$ cat config.mk
export PLATFORM = sky130hd
export DESIGN_NAME = bp_update_ctrl
export DESIGN_NICKNAME = d
export VERILOG_FILES = /design/src/rtl/rv32i_types.sv /design/src/rtl/bp_update_ctrl_fifo.sv /design/src/rtl/bp_update_ctrl.sv
export SDC_FILE = /design/constraint.sdc
export NUM_CORES = 1
export LEC_CHECK = 0
export ABC_AREA = 1
export CORE_ASPECT_RATIO = 0.7
export CORE_MARGIN = 2
export CORE_UTILIZATION = 40
export CTS_CLUSTER_DIAMETER = 30
export DETAILED_ROUTE_END_ITERATION = 7
export GPL_ROUTABILITY_DRIVEN = 0
export PLACE_DENSITY = 0.78
export SKIP_CTS_REPAIR_TIMING = 1
export SYNTH_ARGS = -nofsm -noshare
export SYNTH_HDL_FRONTEND = slang
export SYNTH_SLANG_ARGS = --single-unit
export TNS_END_PERCENT = 50
$ cat constraint.sdc
create_clock -name clk -period 3.1 [get_ports clk]
set_clock_uncertainty 0.2 [all_clocks]
set_input_delay 0.62 -clock clk [delete_from_list [all_inputs] [get_ports clk]]
set_output_delay 0.62 -clock clk [all_outputs]
set_load 0.05 [all_outputs]
$ cat src/rtl/rv32i_types.sv
// Shared types for branch-prediction bookkeeping: BHR width and the checkpoint
// record saved for every in-flight conditional-branch prediction.
package rv32i_types;

    localparam int BHR_W = 4;

    typedef struct packed {
        logic [BHR_W-1:0] index;
        logic [BHR_W-1:0] bhr;
        logic             taken;
    } bp_ckpt_t;

    // PHT index is the gshare-style hash of the history with PC word bits [5:2].
    function automatic logic [BHR_W-1:0] ckpt_index(input logic [31:0] pc,
                                                    input logic [BHR_W-1:0] bhr);
        return bhr ^ pc[5:2];
    endfunction

endpackage

$ cat src/rtl/bp_update_ctrl_fifo.sv
// In-order checkpoint FIFO (module bp_ckpt_fifo): one slot per outstanding prediction.
// clear empties the FIFO and takes priority over a push in the same cycle.
module bp_ckpt_fifo
    import rv32i_types::*;
#(
    parameter int DEPTH = 4
) (
    input  logic     clk,
    input  logic     rst_n,
    input  logic     push,
    input  bp_ckpt_t push_data,
    input  logic     pop,
    input  logic     clear,
    output logic     full,
    output logic     empty,
    output bp_ckpt_t head
);

    localparam int PW = $clog2(DEPTH);
    localparam int CW = PW + 1;

    bp_ckpt_t        mem [DEPTH];
    logic [PW-1:0]   wr_ptr;
    logic [PW-1:0]   rd_ptr;
    logic [CW-1:0]   count;
    logic            push_ok;
    logic            pop_ok;

    assign full    = (count == CW'(DEPTH));
    assign empty   = (count == '0);
    assign head    = mem[rd_ptr];
    assign push_ok = push && !full;
    assign pop_ok  = pop && !empty;

    always_ff @(posedge clk) begin
        if (!rst_n || clear) begin
            wr_ptr <= '0;
            rd_ptr <= '0;
            count  <= '0;
        end else begin
            // Power-of-two depth lets the pointers wrap by natural overflow.
            if (push_ok) wr_ptr <= wr_ptr + 1'b1;
            if (pop_ok)  rd_ptr <= rd_ptr + 1'b1;
            case ({push_ok, pop_ok})
                2'b10:   count <= count + 1'b1;
                2'b01:   count <= count - 1'b1;
                default: count <= count;
            endcase
        end
    end

    always_ff @(posedge clk) begin
        if (push_ok && !clear) mem[wr_ptr] <= push_data;
    end

endmodule

$ cat src/rtl/bp_update_ctrl.sv
// Branch-predictor update controller: checkpoints predictions, trains the PHT on
// resolution and squashes/restores history on mispredict. Optional macro: BP_UPDATE_STATS_EN.
//
// state    | meaning
// RUN      | accepting predictions and resolutions
// RECOVER  | one-cycle bubble after a mispredict flush
module bp_update_ctrl
    import rv32i_types::*;
#(
    parameter int DEPTH = 4
) (
    input  logic             clk,
    input  logic             rst_n,
    input  logic             pred_valid,
    input  logic [31:0]      pred_pc,
    input  logic [BHR_W-1:0] pred_bhr,
    input  logic             pred_taken,
    output logic             pred_ready,
    input  logic             res_valid,
    input  logic             res_taken,
    output logic             pht_write,
    output logic [BHR_W-1:0] pht_index,
    output logic             pht_taken,
    output logic             bhr_restore,
    output logic [BHR_W-1:0] bhr_restore_val,
`ifdef BP_UPDATE_STATS_EN
    output logic [31:0]      branch_cnt,
    output logic [31:0]      mispredict_cnt,
`endif
    output logic             flush
);

    localparam logic [0:0] ST_RUN     = 1'b0;
    localparam logic [0:0] ST_RECOVER = 1'b1;

    logic [0:0] state;
    logic       fifo_full;
    logic       fifo_empty;
    bp_ckpt_t   head;
    bp_ckpt_t   new_ckpt;
    logic       do_push;
    logic       do_pop;
    logic       mispredict;

    assign pred_ready = !fifo_full && (state == ST_RUN);
    assign do_pop     = res_valid && !fifo_empty && (state == ST_RUN);
    assign mispredict = do_pop && (head.taken != res_taken);
    assign do_push    = pred_valid && pred_ready && !mispredict;

    assign new_ckpt.index = ckpt_index(pred_pc, pred_bhr);
    assign new_ckpt.bhr   = pred_bhr;
    assign new_ckpt.taken = pred_taken;

    bp_ckpt_fifo #(.DEPTH(DEPTH)) u_fifo (
        .clk       (clk),
        .rst_n     (rst_n),
        .push      (do_push),
        .push_data (new_ckpt),
        .pop       (do_pop),
        .clear     (mispredict),
        .full      (fifo_full),
        .empty     (fifo_empty),
        .head      (head)
    );

    always_ff @(posedge clk) begin
        if (!rst_n) begin
            state           <= ST_RUN;
            pht_write       <= 1'b0;
            pht_index       <= '0;
            pht_taken       <= 1'b0;
            bhr_restore     <= 1'b0;
            bhr_restore_val <= '0;
            flush           <= 1'b0;
        end else begin
            pht_write   <= do_pop;
            bhr_restore <= mispredict;
            flush       <= mispredict;
            if (do_pop) begin
                pht_index <= head.index;
                pht_taken <= res_taken;
            end
            // Corrected history: shift the real outcome in after the checkpointed BHR.
            if (mispredict) bhr_restore_val <= {head.bhr[BHR_W-2:0], res_taken};
            case (state)
                ST_RUN:     state <= mispredict ? ST_RECOVER : ST_RUN;
                ST_RECOVER: state <= ST_RUN;
                default:    state <= ST_RUN;
            endcase
        end
    end

`ifdef BP_UPDATE_STATS_EN
    always_ff @(posedge clk) begin
        if (!rst_n) begin
            branch_cnt     <= '0;
            mispredict_cnt <= '0;
        end else begin
            if (do_pop)     branch_cnt     <= branch_cnt + 32'd1;
            if (mispredict) mispredict_cnt <= mispredict_cnt + 32'd1;
        end
    end
`endif

endmodule

==> metrics.yaml, run 1 <==
vias_per_cell: 4.71
cp.required_ns: 2.28
max_slew.worst_pin.slew_ns: 0.527
clock_network_power_share_pct: 16.1
core-area_sq_um: 5260
height_of_the_die_um: 66.0
antenna_violations_before_repair: 0
p_leak_uw: 0.000993
report.final.slew_viol_count: 0
setup-tns-final_ns: 0
post_detailed_routing_wire_length_mm: 3.85
grt_remaining_overflow: 0
layout_min_cycle_time_ns: 2.62
min_period_over_period_pct: 84.4
fp.dieW_um: 92.5
p_switching_uw: 871
post-synth-top-area-cell: "sky130_fd_sc_hd__edfxtp_1"
yosysUniqueCellTypes: 28
first_drt_iteration_drcs: 42
final_hold_viol_count: 0
ant_nets: 0
hold-worst-slack_ns: 0.276
via_count_of_the_first_global_routing_pass: 1329
worst_hold_path_class: "reg2reg"
clkSinkCount: 53
fmax_mhz: 382
synth_adder_area_share_pct: 3.76
clk_path_buf_depth: 2
startpoint: "u_fifo.count[0]"
yosys.cell_count.top_type: "sky130_fd_sc_hd__nor2_1"
synthArstFlopShare_pct: 0
io_buffer_count: 26
grt_use_total_pct: 13.9
hold_critical_path_depth: 2
hold_path.startpoint: "bhr_restore_val[2]"
ios: 55
run_status: "completed"
unrepaired_setup_endpoints_after_global_routing: "no"
route.detailed.wl_per_inst_um: 12.7
start_util_pct: 41.7
setup.worst_path.start_class: "flop"
power.combinational.fraction_pct: 40.4
grt_start_max_net_pins: 17
timing.setup.critical_path_class: "reg2out"
muxShareOfSynthArea_pct: 0
post-synth-top-area-fraction_pct: 43.8
synth_warnings: 0
fill_cells: 458
fraction_of_final_layout_cells_with_drive_strength_greater_than_1_pct: 15.5
tritoncts_clock_tree: "yes"
count_of_mapped_cells_out_of_synthesis: 196
clk_transition_reported_paths_ns: 0.09
internal_power_component_uw: 1390
fp.dieArea_sq_um: 6100
timing.final.setup_violations: 0
synthesis.area_per_instance_sq_um: 11.2
synth_xor_xnor_area_share_pct: 2.39
critical_path.endpoint_type: "primary output"
drv_cap: 0
post_synth_and_or_nand_nor_area_fraction_pct: 17.3
layout-area-overhead-vs-synth_pct: 20.5
drtPass1Iterations: 4
nets: 279
worst_supply_voltage_drop_on_vdd_v: 0.000278
placement_rows: 22
max-slew-margin-rel_pct: 64.7
routed-via-count: 1432
drt_drc_violations_left: 0
syn_nets: 244
detailed_place_hpwl_mm: 2.78
cts.root.buffer_cell: "sky130_fd_sc_hd__clkbuf_8"
share_of_the_synthesized_area_in_compound_gates_ao_oa_aoi_oai_pct: 7.92
number_of_cts_inserted_buffers: 5
switching_share_pct: 38.5
clock_tree.htree_level_count: 2
dominant_combinational_cell_family_by_area_after_synthesis: "simple AND/OR/NAND/NOR gates"
synth_top_cells_by_area: "sky130_fd_sc_hd__edfxtp_1 44%, sky130_fd_sc_hd__dfxtp_1 19%, sky130_fd_sc_hd__nor2_1 6.0%"
synth_common_cells: "35 x sky130_fd_sc_hd__nor2_1, 32 x sky130_fd_sc_hd__edfxtp_1, 21 x sky130_fd_sc_hd__dfxtp_1"
syn-cell-area_sq_um: 2190
grt_first_pass_wirelength_mm: 6.36
ys_seq_elements: 53
dominantRegCellSynth: "sky130_fd_sc_hd__edfxtp_1"
yosysSeqAreaShare_pct: 62.9
p_per_area_nw_per_um2: 855
num_antenna_cells: 0
rr_worst_depth: 14
insertion_delay_ns: 0.30
share_seq_of_total_power_pct: 43.5
synth-edff-count: 32
crit_fanout: 4
worstPathArrival_ns: 1.80
## layout by cell type (no fill, tap or decap), types with 3 or more instances in the layout
cell type                          n
sky130_fd_sc_hd__clkdlybuf4s50_1  26
sky130_fd_sc_hd__a31oi_1           4
sky130_fd_sc_hd__xor2_1            6
sky130_fd_sc_hd__edfxtp_1         32
sky130_fd_sc_hd__nand3_1           5
sky130_fd_sc_hd__dfxtp_1          21
sky130_fd_sc_hd__clkbuf_8          5
sky130_fd_sc_hd__nand2_1          14
sky130_fd_sc_hd__buf_4             9
sky130_fd_sc_hd__inv_1            15
sky130_fd_sc_hd__a21oi_1           6
sky130_fd_sc_hd__nand2_4           3
sky130_fd_sc_hd__o22ai_1           3
sky130_fd_sc_hd__nand2_2           5
sky130_fd_sc_hd__ha_1              5
sky130_fd_sc_hd__nor2_1           35
sky130_fd_sc_hd__o21ai_0          20
## power groups by stage
stage / clock network, uW / logic, uW / registers, uW
finish: 364 / 913 / 984
global route: 400 / 1010 / 1000
CTS: 373 / 921 / 986
detailed placement: 0 / 916 / 1000
global placement: 0 / 890 / 996
floorplan: 0 / 512 / 1130
## state kept, by name (all words and copies together), names as in the netlist, named ones only
name	flops
u_fifo.mem	32
u_fifo.rd_ptr	2
bhr_restore_val	4
pht_taken	1
u_fifo.wr_ptr	2
u_fifo.count	3
state	1
pht_write	1
pht_index	4
flush	1
## worst paths after layout
| kind | to | slack (ns) |
|---|---|---|
| worst max-delay path | pred_ready | 0.48 |
| worst min-delay path | bhr_restore_val[2] | 0.28 |
| worst max register to register | u_fifo.count[2] | 0.57 |
| worst min register to register | bhr_restore_val[2] | 0.28 |
## stage by stage
stage	worst slack, ns	cells	instance area, sq um	total power [uW]	util [%]
2_1_floorplan	0.338	196	2190	1650	-
4_1_cts	0.471	304	2640	2280	50.3
6_report	0.484	304	2640	2260	50.3
5_1_grt	0.384	304	2640	2410	50.3
3_5_place_dp	0.179	296	2560	1920	48.7
3_3_place_gp	0.257	296	2560	1890	48.7
## routing by layer
layer  up-vias  share of wire, %  GRT usage [%]
met3         4               5.9           3.42
li1        722                 -              -
met5         -                 0              0
met1       672                45           17.4
met2        34                48           24.5
met4         0              0.75           3.36
## cell type report
cell class / count / area (sq um) / share of cell area, %
clock buffers: 6 / 72.6 / 2.74
clock inverters: 2 / 10.0 / 0.379
inverters: 18 / 72.6 / 2.74
multi-input cells: 118 / 689 / 26.1
flip-flops and latches: 53 / 1380 / 52.2
well taps: 72 / 90.1 / 3.41
repair buffers: 35 / 328 / 12.4
## logic make-up (layout without fill, tap and decap cells)
family | Yosys count | count (layout)
fa+ha+maj | 6 | 6
buf+inv | 25 | 61
flops | 53 | 53
xor+xnor | 6 | 6
simple gates | 73 | 73
compound gates | 33 | 33
## worst max-delay path: stages (launching register included)
cell	delay (ns)
sky130_fd_sc_hd__dfxtp_1	0.39
sky130_fd_sc_hd__nor2_2	0.07
sky130_fd_sc_hd__a21oi_1	0.20
sky130_fd_sc_hd__clkdlybuf4s50_1	0.84
No activity file was read; power rests on OpenSTA's default activity.
==> inputs of run 2 (changes only) <==
- clock period: 3.1 -> 2.57 ns (I/O delays scaled with it)
==> metrics.yaml, run 2 (same netlist as run 1, synthesis figures left out) <==
largest_register_ff_count: 32  # unchanged
worstPathArrival_ns: 1.71  # was 1.80 ns
max-slew-margin-rel_pct: 65.0  # was 64.7%
mostFrequentLayoutCell: "sky130_fd_sc_hd__nor2_1"  # unchanged
placement.cell_area_sq_um: 2610  # was 2560 sq um
io_buffer_count: 26  # unchanged
timing.final.setup_violations: 0  # unchanged
ant_nets: 0  # unchanged
grt_start_max_net_pins: 17  # unchanged
drt_drc_violations_left: 0  # unchanged
cts.root.buffer_cell: "sky130_fd_sc_hd__clkbuf_8"  # unchanged
rr_worst_depth: 13  # was 14
layout.cell_area.non_filler_sq_um: 2720  # was 2640 sq um
hold_critical_path_depth: 2  # unchanged
clk_transition_reported_paths_ns: 0.09  # about the same
reg2reg_to: "u_fifo.count[2]"  # unchanged
p_per_area_nw_per_um2: 1050  # was 855 nW/um^2
clock_tree.htree_level_count: 2  # unchanged
unrepaired_setup_endpoints_after_global_routing: "no"  # unchanged
layout_min_cycle_time_ns: 2.42
p_leak_uw: 0.00103  # was 0.000993 uW
nets: 285  # was 279
finalCoreUtilization_pct: 51.7  # was 50.3%
layout.cells.most_common_list: "35 x sky130_fd_sc_hd__nor2_1, 32 x sky130_fd_sc_hd__edfxtp_1, 26 x sky130_fd_sc_hd__clkdlybuf4s50_1"  # unchanged
tritoncts_clock_tree: "yes"  # unchanged
setup.worst_path.start_class: "flop"  # unchanged
reg.largest.list: "u_fifo.mem (32), bhr_restore_val (4), pht_index (4)"  # unchanged
grt_use_total_pct: 13.5  # was 13.9%
drv_cap: 0  # unchanged
run_status: "completed"  # unchanged
fraction_of_final_layout_cells_with_drive_strength_greater_than_1_pct: 17.6  # was 15.5%
hold_path.startpoint: "bhr_restore_val[2]"  # unchanged
insertion_delay_ns: 0.29  # was 0.30 ns
start_util_pct: 41.7  # unchanged
antenna_violations_before_repair: 0  # unchanged
vias_per_cell: 4.55  # was 4.71
clk_path_buf_depth: 2  # unchanged
via_count_of_the_first_global_routing_pass: 1323  # was 1329
grt_first_pass_wirelength_mm: 6.30  # was 6.36 mm
cp.required_ns: 1.86  # was 2.28 ns
rrSetupSlack_ns: 0.26  # was 0.57 ns
clkSinkCount: 53  # unchanged
routed-via-count: 1412  # was 1432
post_detailed_routing_wire_length_mm: 3.79  # was 3.85 mm
first_drt_iteration_drcs: 78  # was 42
ios: 55  # unchanged
reg_with_most_ffs: "u_fifo.mem"  # unchanged
layout-area-overhead-vs-synth_pct: 23.8  # was 20.5%
fmax_mhz: 413
grt_remaining_overflow: 0  # unchanged
min_period_over_period_pct: 94.2
crit_fanout: 4  # unchanged
timing.setup.critical_path_class: "reg2out"  # unchanged
detailed_place_hpwl_mm: 2.78  # about the same
fp.dieW_um: 92.5  # unchanged
drtPass1Iterations: 4  # unchanged
placement_rows: 22  # unchanged
core-area_sq_um: 5260  # unchanged
setup-tns-final_ns: 0  # unchanged
critical_path.endpoint_type: "primary output"  # unchanged
fp.dieArea_sq_um: 6100  # unchanged
worst_hold_path_class: "reg2reg"  # unchanged
max_slew.worst_pin.slew_ns: 0.524  # was 0.527 ns
height_of_the_die_um: 66.0  # unchanged
worst_supply_voltage_drop_on_vdd_v: 0.000341  # was 0.000278 V
final_hold_viol_count: 0  # unchanged
num_antenna_cells: 0  # unchanged
route.detailed.wl_per_inst_um: 12.2  # was 12.7 um
number_of_cts_inserted_buffers: 5  # unchanged
min_delay_worst_endpoint: "bhr_restore_val[2]"  # unchanged
report.final.slew_viol_count: 0  # unchanged
run 2: cell types whose count changed in the layout (fill, tap and decap cells not counted):
cell / change
sky130_fd_sc_hd__clkinv_2: -2
sky130_fd_sc_hd__a21oi_1: -1
sky130_fd_sc_hd__a21oi_2: +1
sky130_fd_sc_hd__buf_4: +6
sky130_fd_sc_hd__bufinv_16: +1
sky130_fd_sc_hd__clkinv_1: +1
run 2: area by class of cell:
| cell class | instances | area, sq um |
|---|---|---|
| Clock inverter | 2 | 33.8 |
| Inverter | 18 | 72.6 |
| Tap cell | 72 | 90.1 |
| Timing Repair Buffer | 41 | 373 |
| Sequential cell | 53 | 1380 |
| Multi-Input combinational cell | 118 | 693 |
| Fill cell | 474 | 2540 |
| Clock buffer | 6 | 72.6 |
run 2: worst max path at each step:
stage | startpoint | end | slack [ns] | depth (start not counted)
after detailed placement | res_taken | u_fifo.count[2] | -0.11 | 12
final | u_fifo.count[0] | pred_ready | 0.15 | 3
after global routing | flop | u_fifo.count[2] | 0.006 | 13
after CTS | u_fifo.count[0] | pred_ready | 0.14 | 3
after global placement | res_taken | u_fifo.count[2] | -0.09 | 12
after floorplan | u_fifo.count[0] | u_fifo.count[1] | 0.13 | 11
run 2: report_power, final:
group | internal, uW | total (uW) | switching [uW]
Sequential | 1100 | 1190 | 88.6
Combinational | 418 | 1120 | 706
Clock | 288 | 533 | 246
run 2: per-layer routing:
metal  part of all wire, %  track usage (%)  wire length [um]
met3                   6.0             3.08               227
met1                    47             18.8              1770
met2                    46             21.1              1730
met4                   1.5             4.48                58
met5                     0                0                 0
run 2: through the flow:
step                power, uW  cells  hold slack, ns  setup WS (ns)
global route             3040    310           0.285        0.00605
floorplan                1990    196           0.275          0.131
CTS                      2880    310           0.273          0.139
detailed placement       2340    302           0.259         -0.113
global placement         2310    302           0.255        -0.0945
finish                   2850    310           0.271          0.149
run 2: worst max-delay path: stages, from the launching register on:
cell,delay [ns]
sky130_fd_sc_hd__dfxtp_1,0.38
sky130_fd_sc_hd__nor2_2,0.08
sky130_fd_sc_hd__a21oi_2,0.15
sky130_fd_sc_hd__clkdlybuf4s50_1,0.82
